**config.mk**
```make
export PLATFORM = sky130hd
export DESIGN_NAME = pipe_stage_reg
export DESIGN_NICKNAME = d
export VERILOG_FILES = /design/src/rtl/pipe_pkg.sv /design/src/rtl/pipe_stage_reg.sv
export SDC_FILE = /design/constraint.sdc
export NUM_CORES = 1
export LEC_CHECK = 0
export CORE_MARGIN = 5
export CORE_UTILIZATION = 40
export DETAILED_ROUTE_END_ITERATION = 10
export PLACE_DENSITY = 0.84
export SYNTH_ARGS = -nofsm -noshare
export SYNTH_HDL_FRONTEND = slang
export SYNTH_SLANG_ARGS = --single-unit
```
**constraint.sdc**
```tcl
create_clock -name clk -period 3.8 [get_ports clk]
set_input_delay 0.38 -clock clk [delete_from_list [all_inputs] [get_ports clk]]
set_output_delay 0.38 -clock clk [all_outputs]
set_load 0.01 [all_outputs]
```
**src/rtl/pipe_pkg.sv**
```systemverilog
// Shared types and constants for the pipeline stage register.
package pipe_pkg;

  localparam int OCC_W = 2;

  // Clearing value for payload registers on reset and flush
  localparam logic PIPE_FLUSH_VAL = 1'b0;

  // The encoding doubles as the occupancy count
  typedef enum logic [OCC_W-1:0] {
    EMPTY = 2'd0,
    HALF  = 2'd1,
    FULL  = 2'd2
  } pipe_state_t;

endpackage : pipe_pkg

```
**src/rtl/pipe_stage_reg.sv**
```systemverilog
// Pipeline stage register with a valid/ready handshake, flush and freeze.
// Build option PIPE_STAGE_REG_SKID_EN: when defined, a 2-entry skid buffer
// with a registered in_ready; when undefined, a single-entry register whose
// in_ready depends combinationally on out_ready.
module pipe_stage_reg
  import pipe_pkg::*;
#(
  parameter int DATA_W = 64
) (
  input  logic              clk,
  input  logic              rst_n,
  input  logic              flush,
  input  logic              freeze,
  input  logic              in_valid,
  output logic              in_ready,
  input  logic [DATA_W-1:0] in_data,
  output logic              out_valid,
  input  logic              out_ready,
  output logic [DATA_W-1:0] out_data,
  output logic [OCC_W-1:0]  occupancy
);

  pipe_state_t       state_q, state_d;
  logic [DATA_W-1:0] main_q, main_d;
  logic              push, pop;

`ifdef PIPE_STAGE_REG_SKID_EN
  logic [DATA_W-1:0] skid_q, skid_d;
  logic              in_ready_q, in_ready_d;
`endif

  assign out_valid = (state_q != EMPTY);
  assign out_data  = main_q;
  assign occupancy = state_q;

`ifdef PIPE_STAGE_REG_SKID_EN
  assign in_ready = in_ready_q;
`else
  assign in_ready = !out_valid || (out_ready && !freeze);
`endif

  // Flush suppresses both sides; freeze only blocks the output side
  assign push = in_valid && in_ready && !flush;
  assign pop  = out_valid && out_ready && !freeze && !flush;

  // Next-state and payload steering
  always_comb begin
    // NOTE: every signal gets a default first so no path leaves it unassigned, which would infer a latch.
    state_d = state_q;
    main_d  = main_q;
`ifdef PIPE_STAGE_REG_SKID_EN
    skid_d  = skid_q;
`endif
    if (flush) begin
      state_d = EMPTY;
      main_d  = {DATA_W{PIPE_FLUSH_VAL}};
`ifdef PIPE_STAGE_REG_SKID_EN
      skid_d  = {DATA_W{PIPE_FLUSH_VAL}};
`endif
    end else begin
      case (state_q)
        EMPTY: begin
          if (push) begin
            state_d = HALF;
            main_d  = in_data;
          end
        end
        HALF: begin
          if (push && pop) begin
            main_d = in_data;
`ifdef PIPE_STAGE_REG_SKID_EN
          end else if (push) begin
            state_d = FULL;
            skid_d  = in_data;
`endif
          end else if (pop) begin
            // out_data keeps its last value when draining to empty
            state_d = EMPTY;
          end
        end
`ifdef PIPE_STAGE_REG_SKID_EN
        FULL: begin
          // in_ready is low here, so only a pop can happen
          if (pop) begin
            state_d = HALF;
            main_d  = skid_q;
          end
        end
`endif
        default: state_d = EMPTY;
      endcase
    end
`ifdef PIPE_STAGE_REG_SKID_EN
    in_ready_d = (state_d != FULL);
`endif
  end

  // State, payload and ready registers
  always_ff @(posedge clk or negedge rst_n) begin
    if (!rst_n) begin
      // NOTE: payload registers are reset too, so out_data reads 0 straight out of reset.
      state_q    <= EMPTY;
      main_q     <= {DATA_W{PIPE_FLUSH_VAL}};
`ifdef PIPE_STAGE_REG_SKID_EN
      skid_q     <= {DATA_W{PIPE_FLUSH_VAL}};
      in_ready_q <= 1'b1;
`endif
    end else begin
      // NOTE: non-blocking assignments keep all flops updating from pre-edge values.
      state_q    <= state_d;
      main_q     <= main_d;
`ifdef PIPE_STAGE_REG_SKID_EN
      skid_q     <= skid_d;
      in_ready_q <= in_ready_d;
`endif
    end
  end

endmodule : pipe_stage_reg

```
==> results of run 1 <==
[worst paths after layout]
kind | end | slack (ns) | depth (start not counted)
setup / recovery | in_ready | 1.72 | 4
hold / removal | out_data[7]$_DFFE_PN0P_ | 0.23 | 1
setup reg to reg | out_data[59]$_DFFE_PN0P_ | 2.06 | 4
hold reg to reg | out_data[11]$_DFFE_PN0P_ | 0.50 | 1
max in group asynchronous | out_data[44]$_DFFE_PN0P_ | 2.74 | 2
min in group clk | out_data[11]$_DFFE_PN0P_ | 0.50 | 1
[power breakdown]
part           internal, mW  switching, mW
Sequential            0.733         0.0251
Clock                 0.357          0.243
Combinational         0.169          0.104
Total                  1.26          0.372
[synthesized netlist by cell type (all sizes together)]
| cell type | number |
|---|---|
| a21oi | 2 |
| a22o | 64 |
| a311oi | 1 |
| buf | 14 |
| conb | 1 |
| dfrtp | 65 |
| inv | 1 |
| nand2 | 1 |
| nand2b | 2 |
| nor2 | 1 |
| nor2b | 1 |
[sequential cells by signal (all words and copies together) (netlist names)]
register / cells
out_data: 64
occupancy: 1
[kinds of logic (layout without fill, tap and decap cells)]
logic type / Yosys count / count (layout) / share of synthesized area
buf+inv: 15 / 156 / 0.04910
other cells: 1 / 1 / 0.001582
flops: 65 / 65 / 0.6864
compound gates: 67 / 67 / 0.2519
simple gates: 5 / 5 / 0.01109
[area by class of cell]
type,count,area [sq um]
Fill cell,434,1902
Sequential cell,65,1627
Timing Repair Buffer,139,1379
Multi-Input combinational cell,73,638.1
Clock buffer,14,172.7
Tap cell,75,93.84
Clock inverter,2,35.03
Inverter,1,3.754
[metal layers]
layer	wire (um)	GRT usage
met5	0	0
met4	133	0.06232
met3	458	0.05487
met2	3068	0.2726
met1	2801	0.2411
[worst max-delay path: stages]
cell             delay (ns)
clkdlybuf4s50_1        0.53
nand2b_1               0.16
nand2_1                0.10
clkdlybuf4s50_1        0.53
[stage by stage]
| stage | hold slack, ns | total power, mW | cells | util | cell area [sq um] |
|---|---|---|---|---|---|
| floorplan | 0.08441 | 0.8641 | 153 | - | 2370 |
| global placement | 0.4808 | 1.041 | 353 | 0.6394 | 3741 |
| detailed placement | 0.4806 | 1.047 | 353 | 0.6394 | 3741 |
| CTS | 0.2644 | 1.650 | 369 | 0.6749 | 3949 |
| global route | 0.3161 | 1.707 | 369 | 0.6749 | 3949 |
| finish | 0.2263 | 1.631 | 369 | 0.6749 | 3949 |
[cells in the final DEF (no fill, tap or decap)]
master / synthesis / final
a21oi_4: 0 / 1
nand2b_1: 2 / 2
clkinv_2: 0 / 1
conb_1: 1 / 1
a311oi_4: 1 / 1
clkbuf_8: 0 / 12
clkbuf_1: 0 / 2
buf_4: 2 / 3
nand2_1: 1 / 1
bufinv_16: 0 / 1
a21oi_1: 2 / 1
dfrtp_1: 65 / 65
inv_1: 1 / 1
nor2b_1: 1 / 1
a22o_1: 64 / 64
buf_2: 6 / 1
clkdlybuf4s50_1: 0 / 135
nor2_1: 1 / 1
==> flow_summary.json, run 1 <==
{
  "drc": 0,
  "grt_pass1_wl_um": 10360,
  "seq_area_frac_synth": 0.6864,
  "grt.total_usage": 0.1784,
  "rows": 28,
  "setup_ws_ns": 1.716,
  "ant_nets": 0,
  "cts_buffers": 9,
  "via_per_inst": 5.060,
  "setup_viol": 0,
  "vdd_drop_max_mv": 0.2447,
  "syn_to_final_growth_pct": 66.63,
  "reg2reg_from": "occupancy[0]$_DFFE_PN0P_",
  "finalSetupTns_ns": 0,
  "syn_area_sq_um": 2370,
  "cts_tree": "built",
  "syn_avg_cell_area_sq_um": 15.49,
  "finalNetCount": 359,
  "finalCritPeriodShare": 0.5485,
  "synthCells": 153,
  "ctsResizeCount": 0,
  "die_y_um": 86.97,
  "die_area_sq_um": 7564,
  "post_cts_buffers": 0,
  "worstSetupPathType": "in -> out",
  "post-route-min-period_ns": 2.084,
  "synth_area_leader_cell": "dfrtp_1",
  "worstMarginPinSlew_ns": 1.018,
  "grt_max_degree": 65,
  "crit_path_start_kind": "input port",
  "rsz0062_at_grt": "no",
  "worstSkewPairLatency_ns": 0.33,
  "root_buffer": "clkbuf_8",
  "synth_cell_types": 13,
  "drive_gt1_frac": 0.06803,
  "routed_wl_um": 6461,
  "vias": 1867,
  "finalMaxSlewViolations": 0,
  "antenna_cells": 0,
  "start_util": 0.4050,
  "hold_viol": 0,
  "grt_pass1_vias": 2024,
  "cp.arrival_ns": 1.70,
  "dieWidth_um": 86.97,
  "synth_top_area_share": 0.6864,
  "power.leakage_nw": 1.744,
  "syn-num-nets": 223,
  "ys_warn_count": 0,
  "drt_pass1_iterations": 4,
  "antenna_found_initial": 0,
  "cap_viol_max_count": 0,
  "gp_congestion": 0.7891,
  "drt_first_iter_violations": 94,
  "coreArea_sq_um": 5851,
  "fmax_ghz": 0.4798,
  "status": "completed",
  "cts.sinks": 65,
  "relSlewSlack": 0.3211,
  "overflow": 0,
  "powerDensity_nw_per_um2": 413.1,
  "ioPinCount": 138,
  "clkTransAtPathRegs_ns": 0.07,
  "dp_slack_ns": 1.574,
  "cts.htree.levels": 3,
  "port_buffers": 136,
  "crit_start": "out_ready",
  "synthTopCellsByArea": "dfrtp_1 (69%), a22o_1 (24%), buf_6 (2.9%)",
  "cts_hold_buf": 0,
  "path_max_fanout": 3,
  "hold_path.class": "in -> async",
  "end_kind": "output port",
  "post_drt_wl_per_cell_um": 17.51,
  "fin_skew_ns": 0.008361,
  "clockBufferDepth": 2,
  "dp_hpwl_um": 4478,
  "worstPathRequired_ns": 3.42,
  "ys_ff_latch": 65
}
(Power assumes the default switching activity.)
==> inputs of run 2 (changes only) <==
- CORE_UTILIZATION: 40 -> 37
- PLACE_DENSITY: 0.84 -> 0.79
- clock period: 3.8 -> 2 ns (I/O delays scaled with it)
==> run 2 against run 1 <==
Combinational power is 98% higher. Flip-flop and latch count unchanged. Via count decreased by 0.96%. Clock skew fell by 0.0019 ns. Largest cell class unchanged.
==> flow_summary.json, run 2 (same netlist as run 1, synthesis figures left out) <==
{
  "status": "completed",
  "rsz0062_at_grt": "no",
  "drt_pass1_iterations": 4,
  "mostFrequentLayoutCells": "clkdlybuf4s50_1 (135), dfrtp_1 (65), a22o_1 (64)",
  "powerDensity_nw_per_um2": 763.7,
  "fin_util": 0.6408,
  "relSlewSlack": 0.5748,
  "final_area_sq_um": 4023,
  "worstSkewPairLatency_ns": 0.33,
  "layout_commonest_cell": "clkdlybuf4s50_1",
  "p_total_mw": 3.072,
  "hold_viol": 0,
  "finalSetupTns_ns": 0,
  "dp_hpwl_um": 4759,
  "finalCritPeriodShare": 0.8655,
  "placed_area_sq_um": 3816,
  "post_drt_wl_per_cell_um": 17.54,
  "die_y_um": 90.03,
  "overflow": 0,
  "grt_pass1_vias": 2009,
  "clkTransAtPathRegs_ns": 0.07,
  "finalNetCount": 363,
  "drive_gt1_frac": 0.08054,
  "cts_buffers": 9,
  "r2r_end": "out_data[39]$_DFFE_PN0P_",
  "fmax_ghz": 0.5777,
  "grt.total_usage": 0.1673,
  "fin_skew_ns": 0.006473,
  "reg2reg_depth": 4,
  "coreArea_sq_um": 6277,
  "ioPinCount": 138,
  "cp.arrival_ns": 1.53,
  "antenna_cells": 0,
  "path_max_fanout": 3,
  "routed_wl_um": 6579,
  "crit_path_cell_trace": "clkdlybuf4s50_1, nand2b_1, nand2_1, clkdlybuf4s50_1",
  "largest_reg_flops": 64,
  "end_kind": "output port",
  "root_buffer": "clkbuf_8",
  "setup_viol": 0,
  "vias": 1849,
  "cp.depth": 4,
  "r2r_slack_ns": 0.54,
  "grt_pass1_wl_um": 10870,
  "rows": 29,
  "syn_to_final_growth_pct": 69.75,
  "post-route-min-period_ns": 1.731,
  "grt_max_degree": 38,
  "power.leakage_nw": 1.767,
  "port_buffers": 136,
  "ant_nets": 0,
  "via_per_inst": 4.931,
  "worstSetupPathType": "in -> out",
  "cts_tree": "built",
  "cts.htree.levels": 3,
  "reg2reg_from": "occupancy[0]$_DFFE_PN0P_",
  "dieWidth_um": 90.03,
  "drt_first_iter_violations": 37,
  "max_stage_delay_ns": 0.54,
  "path_buf_inv": 2,
  "cts.sinks": 65,
  "post_cts_buffers": 0,
  "drc": 0,
  "clockBufferDepth": 2,
  "gp_congestion": 0.7155,
  "antenna_found_initial": 0,
  "finalMaxSlewViolations": 0,
  "start_util": 0.3775,
  "die_area_sq_um": 8105,
  "cp_slowest_cell": "clkdlybuf4s50_1",
  "vdd_drop_max_mv": 0.5834,
  "worstPathRequired_ns": 1.80,
  "hold_path.class": "in -> async",
  "path_delay_family": "buffers and inverters",
  "crit_path_start_kind": "input port",
  "cap_viol_max_count": 0,
  "worstMarginPinSlew_ns": 0.6378,
  "critPathMostFrequentCell": "clkdlybuf4s50_1"
}
==> run 2: cell types whose count changed in the layout (fill, tap and decap cells not counted), sizes merged <==
cell,previous run,this run
buf,4,7
dlygate4sd3,0,1
clkinvlp,0,2
clkinv,1,2
clkbuf,14,11
==> run 2: stage by stage <==
step / worst slack, ns / cells / hold slack, ns
5_1_grt: 0.2260 / 375 / 0.4456
2_1_floorplan: 0.5752 / 153 / -0.09559
6_report: 0.2690 / 375 / 0.4211
3_3_place_gp: 0.2829 / 358 / 0.2485
4_1_cts: 0.2571 / 375 / 0.4310
3_5_place_dp: 0.2275 / 358 / 0.2611
==> run 2: worst max path at each step <==
stage / startpoint / endpoint / slack, ns
2_1_floorplan: occupancy[0]$_DFFE_PN0P_ / out_data[0]$_DFFE_PN0P_ / 0.58
3_3_place_gp: in_valid / out_data[39]$_DFFE_PN0P_ / 0.28
3_5_place_dp: in_valid / out_data[26]$_DFFE_PN0P_ / 0.23
4_1_cts: out_ready / in_ready / 0.26
5_1_grt: out_ready / in_ready / 0.23
6_report: out_ready / in_ready / 0.27
==> run 2: per-layer routing <==
layer,GRT usage,up-vias,routed length [um]
li1,-,862,-
met1,0.2094,893,2744
met2,0.2628,80,3253
met3,0.06594,14,436
met4,0.05955,0,144
met5,0,-,0
==> run 2: timing repair <==
item / 4_1_cts / 5_1_grt
endpoints found under the hold margin: 25 / 0
endpoints found under the setup margin: 0 / 0
hold buffers: 1 / 0
gates resized for setup: 0 / 0
==> run 2: where the power goes <==
part / leakage (nW) / switching (mW) / internal [mW]
Sequential: 0.872 / 0.0482 / 1.39
Combinational: 0.800 / 0.201 / 0.340
Clock: 0.0953 / 0.484 / 0.605
==> run 2: layout make-up <==
class	instances	area, sq um
Clock buffer	11	141.4
Sequential cell	65	1627
Fill cell	507	2255
Clock inverter	5	55.05
Tap cell	77	96.34
Inverter	1	3.754
Multi-Input combinational cell	73	638.1
Timing Repair Buffer	143	1461
==> inputs of run 3 (changes only) <==
- SLEW_MARGIN: not set -> 10
==> results of run 3 <==
No change in the layout: final DEF, timing and power equal those of run 2.
